`src/rtl/pipeline_hazard_ctrl.sv`:
```
// Pipeline hazard controller: load-use interlock, taken-branch flush and
// multi-cycle EX freeze, with a saturating count of PC stall cycles.
module pipeline_hazard_ctrl #(
    parameter int unsigned MC_LAT    = 4,  // EX busy cycles of a multi-cycle op (2..255)
    parameter int unsigned FLUSH_CYC = 1   // cycles IF/ID flush is held (1..7)
) (
    input  logic        clk,
    input  logic        reset,
    input  logic [4:0]  id_rs1,
    input  logic [4:0]  id_rs2,
    input  logic        idex_mem_read,
    input  logic [4:0]  idex_rd,
    input  logic        branch_taken,
    input  logic        mc_start,
    output logic        pc_write,
    output logic        ifid_write,
    output logic        ifid_flush_n,
    output logic        idex_bubble,
    output logic        idex_write,
    output logic [15:0] stall_count,
    output logic        busy
);

    typedef enum logic [1:0] {
        RUN    = 2'd0,
        MCWAIT = 2'd1,
        FLUSH  = 2'd2
    } state_t;

    localparam logic [7:0] MC_LOAD    = 8'(MC_LAT - 1);
    localparam logic [7:0] FLUSH_LOAD = 8'(FLUSH_CYC - 1);

    state_t     state, state_nxt;
    logic [7:0] cnt, cnt_nxt;
    logic       load_use;

    // Load-use: EX holds a load whose (non-x0) destination feeds ID.
    assign load_use = idex_mem_read && (idex_rd != 5'd0) &&
                      ((idex_rd == id_rs1) || (idex_rd == id_rs2));

    // State, counter and flush flop; flush_n is low exactly while in FLUSH.
    always_ff @(posedge clk) begin
        if (reset) begin
            state        <= RUN;
            cnt          <= 8'd0;
            ifid_flush_n <= 1'b1;
        end else begin
            state        <= state_nxt;
            cnt          <= cnt_nxt;
            ifid_flush_n <= (state_nxt != FLUSH);
        end
    end

    // Next-state, counter and pipeline control; reset forces RUN no-event outputs.
    always_comb begin
        state_nxt   = state;
        cnt_nxt     = cnt;
        pc_write    = 1'b1;
        ifid_write  = 1'b1;
        idex_write  = 1'b1;
        idex_bubble = 1'b0;
        busy        = 1'b0;
        if (!reset) begin
            unique case (state)
                RUN: begin
                    // Priority: branch > multi-cycle start > load-use.
                    if (branch_taken) begin
                        idex_bubble = 1'b1;
                        state_nxt   = FLUSH;
                        cnt_nxt     = FLUSH_LOAD;
                    end else if (mc_start) begin
                        state_nxt = MCWAIT;
                        cnt_nxt   = MC_LOAD;
                    end else if (load_use) begin
                        pc_write    = 1'b0;
                        ifid_write  = 1'b0;
                        idex_bubble = 1'b1;
                    end
                end
                MCWAIT: begin
                    // Frozen; leave when the decremented count reaches zero,
                    // giving MC_LAT-1 frozen cycles after the start cycle.
                    busy       = 1'b1;
                    pc_write   = 1'b0;
                    ifid_write = 1'b0;
                    idex_write = 1'b0;
                    cnt_nxt    = cnt - 8'd1;
                    if (cnt <= 8'd1) begin
                        state_nxt = RUN;
                        cnt_nxt   = 8'd0;
                    end
                end
                FLUSH: begin
                    // PC keeps advancing; EX receives NOPs while IF/ID is cleared.
                    busy        = 1'b1;
                    idex_bubble = 1'b1;
                    if (cnt == 8'd0) begin
                        state_nxt = RUN;
                    end else begin
                        cnt_nxt = cnt - 8'd1;
                    end
                end
                default: begin
                    state_nxt = RUN;
                    cnt_nxt   = 8'd0;
                end
            endcase
        end
    end

    // Count cycles where the PC is held, saturating at all-ones.
    always_ff @(posedge clk) begin
        if (reset) begin
            stall_count <= 16'd0;
        end else if (!pc_write && (stall_count != 16'hFFFF)) begin
            stall_count <= stall_count + 16'd1;
        end
    end

endmodule

```
`config.mk`:
```
export PLATFORM = sky130hd
export DESIGN_NAME = pipeline_hazard_ctrl
export DESIGN_NICKNAME = d
export VERILOG_FILES = /design/src/rtl/pipeline_hazard_ctrl.sv
export SDC_FILE = /design/constraint.sdc
export NUM_CORES = 1
export LEC_CHECK = 0
export BUFFER_PORTS_ARGS = -buffer_cell sky130_fd_sc_hd__buf_2
export CELL_PAD_IN_SITES_DETAIL_PLACEMENT = 1
export CELL_PAD_IN_SITES_GLOBAL_PLACEMENT = 2
export CORE_MARGIN = 2
export CORE_UTILIZATION = 32
export CTS_CLUSTER_SIZE = 10
export DETAILED_ROUTE_END_ITERATION = 16
export PLACE_DENSITY_LB_ADDON = 0.1
export SYNTH_ARGS = -nofsm -noshare
export SYNTH_HDL_FRONTEND = slang
export SYNTH_SLANG_ARGS = --single-unit
```
`constraint.sdc`:
```
create_clock -name clk -period 3.4 [get_ports clk]
set_input_delay 0.34 -clock clk [delete_from_list [all_inputs] [get_ports clk]]
set_output_delay 0.34 -clock clk [all_outputs]
set_load 0.05 [all_outputs]
```
**Word level (Yosys, flattened, before mapping)**

Cells that the tools add are included.

- Bits of input ports: 20
- Register bits: 27
- Word-level logic and storage cells: 50

- Muxes and demuxes: 25
- Order comparisons: 1
- Equality and inequality tests: 8
- $add $sub $neg: 2
- Reduce and logical (&&, ||, !) cells: 10

Operators by type and width:

| kind | count |
|---|---|
| 2-to-1 mux 8 bit | 4 |
| one-hot mux 8 bit (3 select lines) | 1 |
| adder 16 x 1 -> 16 bit (second input constant) | 1 |
| != test 16 bit (second input constant) | 1 |
| 2-to-1 mux 1 bit | 12 |
| equality test 5 bit | 2 |
| 2-to-1 mux 2 bit | 5 |
| <= comparator 8 x 1 -> 1 bit (second input constant) | 1 |
| zero test 8 bit | 1 |
| subtractor 8 x 1 -> 8 bit (second input constant) | 1 |
| one-hot mux 2 bit (3 select lines) | 1 |
| nonzero test 5 bit | 1 |
| != test 2 bit (second input constant) | 2 |
| one-hot mux 1 bit (2 select lines) | 2 |
| logical AND 1 bit | 3 |
| != test 3 bit (second input constant) | 1 |
| equality test 2 x 1 -> 1 bit (second input constant) | 1 |
| equality test 2 bit (second input constant) | 1 |
| zero test 2 bit | 1 |
| AND reduction 2 bit | 1 |
| OR reduction 2 bit | 1 |
| zero test 1 bit | 1 |
| logical OR 1 bit | 1 |

**Depth between registers and ports, before layout**

Gate-level depths: netlist of the first run.

- Word-level depth: 10
- Mapped depth: 10

**Worst setup path before layout of the first run**

No wires, ideal clock.

- Path kind: input to output
- Start: in idex_rd[1]
- End: out pc_write
- Path slack: 733 ps
- Required time: 3060 ps
- Stages on the path: 5
- Arrival: 2327 ps
- Cells stage by stage: or4_1 -> o211ai_2 -> nor2_1 -> a21oi_1 -> buf_4

- Cells in the longest elaborated chain, start to end: 8
- Elaborated cells on any way between the ends: 11
- Classes of those cells: eq/ne (2); mux (5); reduce/logical (4)

Ends and longest elaborated chain:

| what | RTL line | text |
|---|---|---|
| start: declaration | 12 | `input logic [4:0] idex_rd,` |
| equality test 5 bit / nonzero test 5 bit (equally long branches) | 39, 38 |  |
| logical OR 1 bit / logical AND 1 bit (equally long branches) | 39, 38 |  |
| logical AND 1 bit * | 38 | `assign load_use = idex_mem_read && (idex_rd != 5'd0) &&` |
| 2-to-1 mux 1 bit * (3 in series) | n/a |  |
| one-hot mux 1 bit (2 select lines) * | n/a |  |
| 2-to-1 mux 1 bit * | n/a |  |
| end: declaration | 15 | `output logic pc_write,` |

Mark *: on every way between the ends. The rest lies on a longest branch, timed or not.

**Worst setup path in the final report of the first run**

- Start: reg state[1]
- End: reg stall_count[13]

- Cells in the longest elaborated chain, start to end: 5
- Elaborated cells on any way between the ends: 6
- Classes of those cells: eq/ne (1); mux (2); reduce/logical (3)

Ends and longest elaborated chain:

| what | RTL line | text |
|---|---|---|
| start: declaration | 33 | `state_t state, state_nxt;` |
| start signal: assignment | 48 | `state <= state_nxt;` |
| equality test 2 x 1 -> 1 bit / zero test 2 bit (equally long branches) | 64 | `unique case (state)` |
| one-hot mux 1 bit (2 select lines) * | 64 |  |
| 2-to-1 mux 1 bit * | 63 | `if (!reset) begin` |
| zero test 1 bit * | 115 | `end else if (!pc_write && (stall_count != 16'hFFFF)) begin` |
| logical AND 1 bit * | 115 |  |
| end signal: assignment | 116 | `stall_count <= stall_count + 16'd1;` |
| end: declaration | 20 | `output logic [15:0] stall_count,` |

Marked as above.
A chain may end at the register's enable or synchronous reset.

==> summary.md, run 1 <==
| Metric | Value |
|---|---|
| Worst-margin pin slew | 0.7934 ns |
| FMAX | 400.4 MHz |
| GRT overflow | 0 |
| Rows | 25 |
| Met2 WL post-DR | 2113 um |
| DRC violations left | 0 |
| Vias per cell | 5.017 |
| Clock Sink Count | 27 |
| Total CTS buffers | 3 |
| CTS clk-pin slew, worst paths | 0.10 ns |
| Max-cap viol count | 0 |
| Hold Buf Count CTS | 0 |
| Top post-synthesis cells by count | 27 x dfxtp_1, 27 x nor2_1, 18 x xor2_1, 13 x a21oi_1, 11 x nand2_1 |
| Clk Latency, worst-skew pair | 0.28 ns |
| Non-filler cells, final | 294 |
| Slowest stage cell, crit path | or4_1 |
| Largest net degree at the start of global routing | 23 |
| Final clock skew | 0.002091 ns |
| Initial antenna violation count | 0 |
| Multi-input logic area | 957.2 um^2 |
| DR pass1 iterations | 4 |
| Final net count | 255 |
| Die Y | 73.97 um |
| DP Cell Count | 290 |
| RSZ-0062 raised after global routing | no |
| Antenna diode count | 0 |
| CTS tree | yes |
| Total Routing Usage GR | 15.61% |
| Worst VDD drop | 0.1850 mV |
| Vias in the first global route | 1509 |
| Met3 routed WL | 97 um |
| Final WS setup | 0.9022 ns |
| Top Layer Used | met4 |
| Mapped Avg Cell Area | 8.332 um^2 |
| Number of enable flip-flop cells after synthesis | 0 |
| Critical Path Start Type | flop |
| Number of DRC markers in iteration 0 | 40 |
| Worst relative slew slack | 47.05% |
| Post-Syn Area | 1567 um^2 |
| Synth area leaders | dfxtp_1 35%, xor2_1 10%, nor2_1 6.5% |
| Die Width | 73.97 um |
| CORE AREA | 4723 um^2 |
| Drt total wl | 4042 um |
| Pwr dens | 448.6 nW/um^2 |
| PortBufs | 41 |
| Period Utilization, post-route | 73.47% |
| Post-synth net total | 215 |
| DR WL/cell | 13.75 um |
| CTS H-tree depth | 1 |
| Boundary Pins | 42 |
| Hold_ws | 0.4321 ns |
| Fin crit period | 2.498 ns |
| PostCTS Resize Cnt | 0 |
| Bufs and invs on worst path | 1 |
| Layout cell share with drive strength beyond 1 | 23.79% |
| Final Max Tran Viols | 0 |
| Endpoints failing hold | 0 |
| Crit-path cells | inv_1, ha_1, or2b_1, nor2_1, nor4b_4, nor2_2, or4_1, nand2_1 |
| CP Capture Type | flop |
| TNS Setup | 0 ns |
| Post-CTS Setup Bufs | 0 |
| Vias | 1475 |
| Crit-path max FO | 22 |
| Crit path required time | 3.63 ns |
| Die ar. | 5471 um^2 |
| Worst Path Arrival | 2.72 ns |
| Syn. warnings | 0 |
| Yosys reg bits | 27 |
| Initial core utilization | 33.17% |
| Storage cell area | 540.5 um^2 |
| CTS Root Cell | clkbuf_8 |
| Register area share after synthesis | 34.50% |
| Crit path largest cell delay | 0.53 ns |
| Routability cong. | 0.7429 |
| Clock Path Buffers | 2 |
| Fraction of registers with async set/reset | 0% |
| Endpoints failing setup | 0 |
| Post-synthesis cell count | 188 |
| Post-synth top flop | dfxtp_1 |
| Cell family with most CP delay | simple AND/OR/NAND/NOR gates |
| Area grow syn2layout | 18.85% |
| Dpl ws | 0.9263 ns |
| HP Class | input pin to flop |
| Synth top area share | 34.50% |
| First-pass GRT wire length | 6789 um |
| HPWL after DPL | 3265 um |
| # fillers | 593 |
| Yosys top cell by area | dfxtp_1 |
| Antenna Nets Post-Route | 0 |
| DRT met1 WL | 1791 um |
| Status | completed |
| Lkg Pwr | 0.7608 nW |
| Number of library cell types mapped by synthesis | 41 |
| Critical path class | flop to flop |
stage by stage:
stage | utilization, % | area (um^2) | power, mW
global route | 39.42 | 1862 | 0.9019
finish | 39.42 | 1862 | 0.8353
detailed placement | 38.38 | 1813 | 0.6540
floorplan | - | 1567 | 0.5831
global placement | 38.38 | 1813 | 0.6372
CTS | 39.42 | 1862 | 0.8522
worst reg2reg max path: cells and delay by family (launching register included):
family                     cells  cell delay [ns]
and+or+nand+nor                6             1.73
DFF                            1             0.37
adders and majority gates      1             0.25
buffers and inverters          1             0.09
cells in the final DEF (no fill, tap or decap), drive strengths merged, types with 7 or more instances in the layout:
cell type   n
inv         7
nand3       7
xor2       18
buf        41
nand2      11
dfxtp      27
o21ai      15
nor2       28
a21oi      13
ha          7
where the power goes:
group | leakage (nW) | switching, mW | internal (mW)
combinational | 0.520 | 0.167 | 0.108
sequential | 0.219 | 0.0259 | 0.344
clock | 0.0217 | 0.107 | 0.0833
total | 0.761 | 0.300 | 0.535
final timing paths:
kind / start / endpoint / slack (ns) / depth (start not counted)
worst min-delay path: branch_taken / state[1] / 0.43 / 3
worst max register to register: state[1] / stall_count[13] / 0.90 / 8
worst max-delay path: state[1] / stall_count[13] / 0.90 / 8
worst min register to register: stall_count[6] / stall_count[6] / 0.51 / 2
logic make-up after synthesis:
family	count (synthesis)	share of synthesized area, %
adders and majority gates	7	5.591
xor gates and xnor gates	20	11.18
and+or+nand+nor	77	26.68
DFF	27	34.50
buffers and inverters	13	4.393
AOI/OAI and AO/OA	43	17.01
muxes	1	0.6390
flip-flops by register name, summed over array words and instances (netlist names):
name          flops
ifid_flush_n      1
state             2
stall_count      16
cnt               8
metal layers:
layer  up-vias  track usage, %
li1        749               -
met1       703           19.73
met2        19           27.88
met3         4           2.033
met4         0           4.242
met5         -               0
final cells by class:
type | count | share of cell area, %
well taps | 67 | 4.503
repair buffers | 41 | 11.02
multi-input cells | 148 | 51.41
clock buffers | 3 | 2.218
inverters | 7 | 1.411
flip-flops and latches | 27 | 29.03
clock inverters | 1 | 0.4032
(Power assumes the default switching activity.)
==> run 2: changes to the inputs <==
--- a/config.mk
+++ b/config.mk
@@ -9,7 +9,7 @@
 export CELL_PAD_IN_SITES_DETAIL_PLACEMENT = 1
 export CELL_PAD_IN_SITES_GLOBAL_PLACEMENT = 2
 export CORE_MARGIN = 2
-export CORE_UTILIZATION = 32
+export CORE_UTILIZATION = 27
 export CTS_CLUSTER_SIZE = 10
 export DETAILED_ROUTE_END_ITERATION = 16
 export PLACE_DENSITY_LB_ADDON = 0.1
==> constraint.sdc (replaced) <==
create_clock -name clk -period 2.1 [get_ports clk]
set_input_delay 0.21 -clock clk [delete_from_list [all_inputs] [get_ports clk]]
set_output_delay 0.21 -clock clk [all_outputs]
set_load 0.05 [all_outputs]
==> run 2 against run 1 <==
Sequential share of layout area down 4.1 points; global-route usage shrank 0.41 points; critical path depth grew 1; non-clock buffer count is 37 higher; core utilization up 0.69 points; die area rose by 17%; highest routed layer unchanged; largest cell class unchanged; register-to-register slack lost 0.85 ns; combinational power is 100% higher; maximum frequency grew 22%; critical endpoint unchanged.
==> summary.md, run 2 (synthesized netlist as in run 1, its figures left out) <==
| Metric | Value |
|---|---|
| Status | completed |
| HPWL after DPL | 3778 um |
| Number of DRC markers in iteration 0 | 62 |
| CTS Root Cell | clkbuf_8 |
| Period Utilization, post-route | 97.65% |
| HP Class | input pin to flop |
| Dpl ws | -0.1905 ns |
| DRC violations left | 0 |
| Critical Path Start Type | flop |
| Die Y | 80.17 um |
| Initial antenna violation count | 0 |
| Critical path class | flop to flop |
| Initial core utilization | 28.27% |
| Largest register by flop count | stall_count |
| PortBufs | 41 |
| Vias | 1659 |
| Largest registers | stall_count: 16 flops, cnt: 8 flops, state: 2 flops |
| Area grow syn2layout | 41.85% |
| Vias in the first global route | 1743 |
| Worst relative slew slack | 75.66% |
| Die Width | 80.17 um |
| Crit-path max FO | 8 |
| Antenna Nets Post-Route | 0 |
| Rows | 27 |
| Boundary Pins | 42 |
| DR WL/cell | 14.55 um |
| Final net count | 293 |
| CTS H-tree depth | 1 |
| TNS Setup | 0 ns |
| Final Max Tran Viols | 0 |
| Endpoints failing setup | 0 |
| Hold_ws | 0.2078 ns |
| Endpoints failing hold | 0 |
| Slowest stage cell, crit path | or4_4 |
| Fin crit period | 2.051 ns |
| Drt total wl | 4904 um |
| Max-cap viol count | 0 |
| Vias per cell | 4.923 |
| Crit-path cells | inv_2, ha_4, or2b_1, nor2_2, nor4b_4, buf_4, nor2_4, or4_4, nand2_1 |
| Layout cell share with drive strength beyond 1 | 42.64% |
| Die ar. | 6427 um^2 |
| CTS tree | yes |
| DR pass1 iterations | 4 |
| Lkg Pwr | 0.9647 nW |
| Crit path required time | 2.33 ns |
| Most common cell after layout, fill and taps aside | buf_2 |
| Clock Path Buffers | 2 |
| First-pass GRT wire length | 7810 um |
| Crit path largest cell delay | 0.49 ns |
| Worst-margin pin slew | 0.3638 ns |
| Final clock skew | 0.001489 ns |
| Largest net degree at the start of global routing | 17 |
| Commonest cells after routing, fill and taps aside | 40 x buf_2, 37 x buf_4, 25 x nor2_1, 18 x xor2_1, 16 x dfxtp_1 |
| Clock Sink Count | 27 |
| Worst VDD drop | 0.2307 mV |
| Total CTS buffers | 3 |
| Max reg flops | 16 |
| Antenna diode count | 0 |
| Worst Path Arrival | 2.28 ns |
| FMAX | 487.6 MHz |
| Hold Buf Count CTS | 0 |
| Final WS setup | 0.04928 ns |
| CP Capture Type | flop |
| Clk Latency, worst-skew pair | 0.28 ns |
| Routability cong. | 0.7720 |
| CORE AREA | 5540 um^2 |
| GRT overflow | 0 |
| CTS clk-pin slew, worst paths | 0.10 ns |
| Pwr dens | 662.2 nW/um^2 |
| Total Routing Usage GR | 15.20% |
-- run 2: final cells by class --
cell class	instances	area, um^2
clock buffer	3	41.29
clock inverter	1	7.507
fill	701	3318
inverter	7	26.28
multi-input combinational	149	1017
sequential	27	554.3
tap	72	90.09
timing repair buffer	78	485.5
-- run 2: repair_timing --
item | CTS | global route
buffers inserted | 2 | 4
gates cloned | 0 | 1
setup endpoints to repair | 6 | 16
pin swaps | 1 | 4
gates resized for setup | 2 | 14
-- run 2: routing by layer --
layer	vias to the layer above	track usage (%)	part of all wire, %
li1	828	-	-
met5	-	0	0
met1	813	17.74	43
met3	2	2.135	2.0
met2	16	29.25	54
met4	0	2.881	0.39
-- run 2: final timing paths --
kind | startpoint | to | slack (ns) | cells past startpoint
max | state[0] | stall_count[13] | 0.05 | 9
max reg2reg | state[0] | stall_count[13] | 0.05 | 9
min reg2reg | stall_count[15] | stall_count[15] | 0.52 | 2
min | reset | state[0] | 0.21 | 2
-- run 2: worst max-delay path: cells and delay by family (launching register included) --
family                     cells  cell delay, ns
and+or+nand+nor                6            1.24
buffers and inverters          2            0.28
adders and majority gates      1            0.15
DFF                            1            0.35
-- run 2: through the flow --
step           total power, mW  area (um^2)  util [%]  std cells
2_1_floorplan           0.9447         1582         -        188
3_3_place_gp             1.118         2067     37.31        326
3_5_place_dp             1.143         2067     37.31        326
4_1_cts                  1.464         2138     38.60        332
5_1_grt                  1.582         2222     40.11        337
6_report                 1.471         2222     40.11        337
-- run 2: power breakdown --
group	switching (mW)	internal, mW	total [mW]
Clock	0.179	0.135	0.314
Combinational	0.302	0.256	0.557
Sequential	0.0419	0.558	0.600
Total	0.522	0.949	1.47
